==> src/rtl/life_controller.sv <==
// life_controller: paces Life generations for the solver and serialises cell edits on arena port B.
// Define LIFE_CTRL_OVERRUN_EN to add the saturating overrun_count output for dropped generation requests.
module life_controller #(
  parameter int ARENA_WIDTH  = 10,
  parameter int ARENA_HEIGHT = 10,
  parameter int TICK_DIV     = 1000000
) (
  input  logic                   clk,
  input  logic                   reset,
  input  logic                   run,
  input  logic                   step,
  input  logic                   edit_req,
  input  logic [9:0]             edit_row,
  input  logic [9:0]             edit_col,
  input  logic [1:0]             edit_op,
  output logic                   edit_ack,
  output logic                   busy,
  output logic [31:0]            generation,
  output logic                   solver_start,
  output logic [31:0]            solver_generations,
  input  logic                   solver_ready,
  input  logic [9:0]             solver_row_select,
  input  logic [ARENA_WIDTH-1:0] solver_columns_new,
  input  logic                   solver_write,
  output logic [ARENA_WIDTH-1:0] solver_columns,
  output logic [9:0]             arena_row,
  input  logic [ARENA_WIDTH-1:0] arena_columns_in,
  output logic [ARENA_WIDTH-1:0] arena_columns_out,
  output logic                   arena_write
`ifdef LIFE_CTRL_OVERRUN_EN
  ,
  output logic [15:0]            overrun_count
`endif
);

  typedef enum logic [2:0] {
    IDLE, START, SOLVE_ACK, SOLVE_RUN, EDIT_RD, EDIT_MOD, EDIT_WR
  } state_t;

  typedef enum logic [1:0] {
    OP_CLEAR  = 2'b00,
    OP_SET    = 2'b01,
    OP_TOGGLE = 2'b10,
    OP_NOP    = 2'b11
  } edit_op_t;

  localparam int                     PW        = $clog2(TICK_DIV);
  localparam logic [PW-1:0]          TICK_LAST = PW'(TICK_DIV - 1);
  localparam logic [9:0]             ROW_LIMIT = 10'(ARENA_HEIGHT);
  localparam logic [9:0]             COL_LIMIT = 10'(ARENA_WIDTH);
  localparam logic [ARENA_WIDTH-1:0] BIT0      = {{(ARENA_WIDTH-1){1'b0}}, 1'b1};

  state_t                 state_q, state_d;
  logic [PW-1:0]          prescaler;
  logic                   pending;
  logic                   tick;
  logic                   take_pending;
  logic                   solver_owns;
  logic [9:0]             row_q;
  logic [9:0]             col_q;
  edit_op_t               op_q;
  logic                   wr_en_q;
  logic [ARENA_WIDTH-1:0] word_q;
  logic [ARENA_WIDTH-1:0] word_mod;
  logic [ARENA_WIDTH-1:0] bit_mask;

  assign tick         = run && (prescaler == TICK_LAST);
  assign take_pending = (state_q == IDLE) && !edit_req && pending;
  assign solver_owns  = (state_q == START) || (state_q == SOLVE_ACK) || (state_q == SOLVE_RUN);

  // A request arriving while one generation is already queued is dropped, not stacked.
  always_ff @(posedge clk) begin
    // NOTE: sequential state uses non-blocking assignments so every register samples pre-edge values.
    if (reset) begin
      state_q    <= IDLE;
      prescaler  <= '0;
      pending    <= 1'b0;
      generation <= '0;
      row_q      <= '0;
      col_q      <= '0;
      op_q       <= OP_NOP;
      wr_en_q    <= 1'b0;
      word_q     <= '0;
    end else begin
      state_q <= state_d;
      if (!run || tick) prescaler <= '0;
      else              prescaler <= prescaler + 1'b1;
      if (pending) begin
        if (take_pending) pending <= 1'b0;
      end else if (tick || step) begin
        pending <= 1'b1;
      end
      if (state_q == SOLVE_RUN && solver_ready) generation <= generation + 32'd1;
      if (state_q == IDLE && edit_req) begin
        row_q   <= edit_row;
        col_q   <= edit_col;
        op_q    <= edit_op_t'(edit_op);
        wr_en_q <= (edit_row < ROW_LIMIT) && (edit_col < COL_LIMIT)
                   && (edit_op_t'(edit_op) != OP_NOP);
      end
      if (state_q == EDIT_MOD) word_q <= word_mod;
    end
  end

`ifdef LIFE_CTRL_OVERRUN_EN
  logic [1:0]  drops;
  logic [16:0] overrun_sum;

  assign drops       = {1'b0, tick && pending} + {1'b0, step && pending};
  assign overrun_sum = {1'b0, overrun_count} + {15'b0, drops};

  always_ff @(posedge clk) begin
    if (reset)               overrun_count <= '0;
    else if (overrun_sum[16]) overrun_count <= 16'hFFFF;
    else                     overrun_count <= overrun_sum[15:0];
  end
`endif

  always_comb begin
    // NOTE: every combinational output gets a default first so no path infers a latch.
    state_d = state_q;
    unique case (state_q)
      IDLE: begin
        if (edit_req)     state_d = EDIT_RD;
        else if (pending) state_d = START;
      end
      START:     state_d = SOLVE_ACK;
      SOLVE_ACK: if (!solver_ready) state_d = SOLVE_RUN;
      SOLVE_RUN: if (solver_ready)  state_d = IDLE;
      EDIT_RD:   state_d = EDIT_MOD;
      EDIT_MOD:  state_d = EDIT_WR;
      EDIT_WR:   state_d = IDLE;
      default:   state_d = IDLE;
    endcase
  end

  // Out-of-range columns shift the mask to zero; those edits never write anyway.
  always_comb begin
    bit_mask = BIT0 << col_q;
    word_mod = arena_columns_in;
    case (op_q)
      OP_CLEAR:  word_mod = arena_columns_in & ~bit_mask;
      OP_SET:    word_mod = arena_columns_in | bit_mask;
      OP_TOGGLE: word_mod = arena_columns_in ^ bit_mask;
      default:   word_mod = arena_columns_in;
    endcase
  end

  always_comb begin
    solver_start       = (state_q == START);
    edit_ack           = (state_q == EDIT_WR);
    busy               = (state_q != IDLE);
    solver_generations = 32'd1;
    solver_columns     = arena_columns_in;
    arena_row          = row_q;
    arena_columns_out  = word_q;
    arena_write        = (state_q == EDIT_WR) && wr_en_q;
    if (solver_owns) begin
      arena_row         = solver_row_select;
      arena_columns_out = solver_columns_new;
      arena_write       = solver_write;
    end
  end

endmodule

==> config.mk <==
export PLATFORM = sky130hd
export DESIGN_NAME = life_controller
export DESIGN_NICKNAME = d
export VERILOG_FILES = /design/src/rtl/life_controller.sv
export SDC_FILE = /design/constraint.sdc
export NUM_CORES = 1
export LEC_CHECK = 0
export CORE_MARGIN = 2
export CORE_UTILIZATION = 47
export DETAILED_ROUTE_END_ITERATION = 6
export GPL_TIMING_DRIVEN = 0
export HOLD_SLACK_MARGIN = 0.08
export PLACE_DENSITY = 0.89
export REMOVE_ABC_BUFFERS = 1
export SLEW_MARGIN = 20
export SYNTH_ARGS = -nofsm -noshare
export SYNTH_HDL_FRONTEND = slang
export SYNTH_SLANG_ARGS = --single-unit
==> constraint.sdc <==
create_clock -name clk -period 3 [get_ports clk]
set_input_delay 0.45 -clock clk [delete_from_list [all_inputs] [get_ports clk]]
set_output_delay 0.45 -clock clk [all_outputs]
set_load 0.005 [all_outputs]
==> results_dict.tcl <==
set metrics [dict create \
    synth_cells 599 \
    drt_iter0_markers 182 \
    die_w_um 107.4 \
    synth_common_cells "nand2_1, dfxtp_1, a21oi_1" \
    finClkSkew_ps 16.34 \
    drive_above_1_share 0.08727 \
    post_cts_buffers 0 \
    start_kind "flip-flop" \
    postCtsHoldBufs 0 \
    cp.depth 5 \
    critPathBufInv 2 \
    cts_tree "built" \
    row_count 37 \
    worst_slack_ps 176.7 \
    sw_frac_of_total 0.2669 \
    synth_area_leader_cell "dfxtp_1" \
    grt_max_degree 70 \
    synth_flop_cell "dfxtp_1" \
    path_clk_slew_ps 80 \
    ys_ff_latch 89 \
    cts_root_buffer "clkbuf_8" \
    syn_area_per_cell_sq_um 8.385 \
    grt_pass1_vias 4341 \
    fin_crit_ps 2823 \
    dr.pass1.iters 4 \
    cts_buffers 9 \
    place_congestion 0.8380 \
    detailedPlace.worstSlack_ps 41.56 \
    yosysMostFrequentCell "nand2_1" \
    period_share 0.9411 \
    cts_resized 1 \
    grt.overflow.total 0 \
    status "finished, final reports clean" \
    area_growth_pct 26.26 \
    path_class "flip-flop to output pin" \
    p_leak_uw 0.002252 \
    synth_top_area_share 0.3548 \
    share_comb_of_total_power 0.204 \
    final_util 0.6115 \
    synthTopCellsByArea "dfxtp_1, nand2_1, buf_4" \
    p_int_uw 1950 \
    cts_buffer_depth 2 \
    ys_types 49 \
    vias 4550 \
    setup_viol 0 \
    start_util 0.4843 \
    tightest_slew_ps 786.3 \
    finalMaxSlewViolations 0 \
    tns_ps 0 \
    port_buffers 124 \
    hpwl_um 8908 \
    power_frac_seq 0.478 \
    ir_drop_mv 0.3384 \
    worstSetupEndpointType "output pin" \
    whs_path_depth 2 \
    synthArstFlopShare 0 \
    power_frac_clock 0.317 \
    boundaryPins 157 \
    yosysWarnings 0 \
    fmax_mhz 354.2 \
    wl_per_cell_um 14.23 \
    route.detailed.drc 0 \
    required_ps 2550 \
    fillCellCount 890 \
    path_cells "nor2_1 > nor2_4 > buf_8 > mux2_2 > clkdlybuf4s50_1" \
    rsz0062_at_grt "no" \
    dieArea_sq_um 11530 \
    clkLatencyLatePin_ps 350 \
    grt_use_total 0.2072 \
    clock-sinks 89 \
    ys_seq_area_frac 0.3548 \
    ant_nets 0 \
    crit_fanout 12 \
    max_slew_margin 0.4758 \
    grt_pass1_wl_um 19600 \
    hold_viol_final 0 \
    synth_edf_count 0 \
    htreeDepth 3 \
    critical-path-top-delay-family "buffers and inverters" \
    num-nets-final 775 \
    cp.arrival_ps 2370 \
    antennaDiodeCount 0 \
    r2r_cells 7 \
    cp_slowest_stage_delay_ps 530 \
    switchingPower_uw 709.8 \
    wirelength_um 11880 \
    min_path_type "flip-flop to flip-flop" \
    antenna_found_initial 0 \
    r2r_slack_ps 300 \
    synth_area_sq_um 5022 \
    die_y_um 107.4 \
    cap_viol_max_count 0 \
    p_per_area_nw_per_um2 419.4 \
    crit_slowest_cell "dfxtp_1" \
    core_area_sq_um 10370 \
    viasPerCell 5.449 \
]
## layout make-up
type / instances / area [sq um] / area share
multi-input cells: 439 / 2819 / 0.4446
well taps: 136 / 170.2 / 0.02684
clock inverters: 5 / 62.56 / 0.009866
flip-flops and latches: 89 / 1782 / 0.2810
clock buffers: 11 / 141.4 / 0.02230
inverters: 30 / 112.6 / 0.01776
repair buffers: 125 / 1254 / 0.1977
## path summary, 6_finish.rpt
path | startpoint | end
min reg2reg | word_q[4]$_SDFFE_PP0P_ | word_q[4]$_SDFFE_PP0P_
max reg2reg | col_q[6]$_SDFFE_PP0P_ | word_q[9]$_SDFFE_PP0P_
max | state_q[1]$_SDFFE_PP0P_ | arena_columns_out[3]
min | word_q[4]$_SDFFE_PP0P_ | word_q[4]$_SDFFE_PP0P_
## power by group through the flow
stage,combinational [uW],sequential (uW),clock [uW]
6_report,544,1270,844
5_1_grt,597,1280,923
4_1_cts,547,1270,866
3_5_place_dp,542,1300,0
3_3_place_gp,519,1290,0
2_1_floorplan,268,1280,0
## per-layer routing
metal  wire (um)  share of wire  track usage  up-vias
li1            -              -            -     2219
met1        4799           0.40       0.2395     2166
met2        6198           0.52       0.3779      154
met3         782          0.066      0.05327       11
met4         104         0.0088      0.05586        0
met5           0              0            0        -
## registers in the layout, indices dropped and copies added (netlist names)
name	flops
generation	32
prescaler	20
col_q	10
row_q	10
word_q	10
state_q	3
op_q	2
pending	1
wr_en_q	1
## layout by cell type, fill, tap and decap left out, types with 3 or more instances in the layout
cell	instances
or3_1	10
nand4_1	16
inv_1	30
or3_2	3
and4_1	6
conb_1	32
dfxtp_1	89
and3_1	4
mux2_2	21
xor2_1	10
ha_1	22
or2_2	3
or4_1	14
nor2_1	29
nor3_1	9
clkbuf_8	10
o31ai_1	12
clkdlybuf4s50_1	123
xnor2_1	12
mux4_2	10
nand3_1	20
nor4_1	10
a21oi_1	57
and2_1	4
o21ai_0	15
nand2_1	94
## worst min-delay path, cell delays in order (launching register included)
cell,delay [ps]
dfxtp_1,320
nand2_1,50
a21oi_1,50
## metrics by stage
| step | total power, uW | instances | instance area, sq um | hold WS (ps) |
|---|---|---|---|---|
| 2_1_floorplan | 1553 | 558 | 4706 | 424.7 |
| 3_3_place_gp | 1814 | 818 | 6117 | 439.8 |
| 3_5_place_dp | 1840 | 819 | 6132 | 449.1 |
| 4_1_cts | 2685 | 835 | 6341 | 462.8 |
| 5_1_grt | 2801 | 835 | 6341 | 482.0 |
| 6_report | 2659 | 835 | 6341 | 460.5 |
## logic make-up (layout without fill, tap and decap cells)
kind of cell | count (synthesis) | in the layout | synth area share
adders and majority gates | 22 | 22 | 0.05481
buffers and inverters | 101 | 171 | 0.1079
and+or+nand+nor | 237 | 237 | 0.2429
other | 2 | 32 | 0.001495
xor gates and xnor gates | 22 | 22 | 0.03836
DFF | 89 | 89 | 0.3548
AOI/OAI and AO/OA | 95 | 95 | 0.1079
muxes | 31 | 31 | 0.09193
No activity file was read; power rests on OpenSTA's default activity.
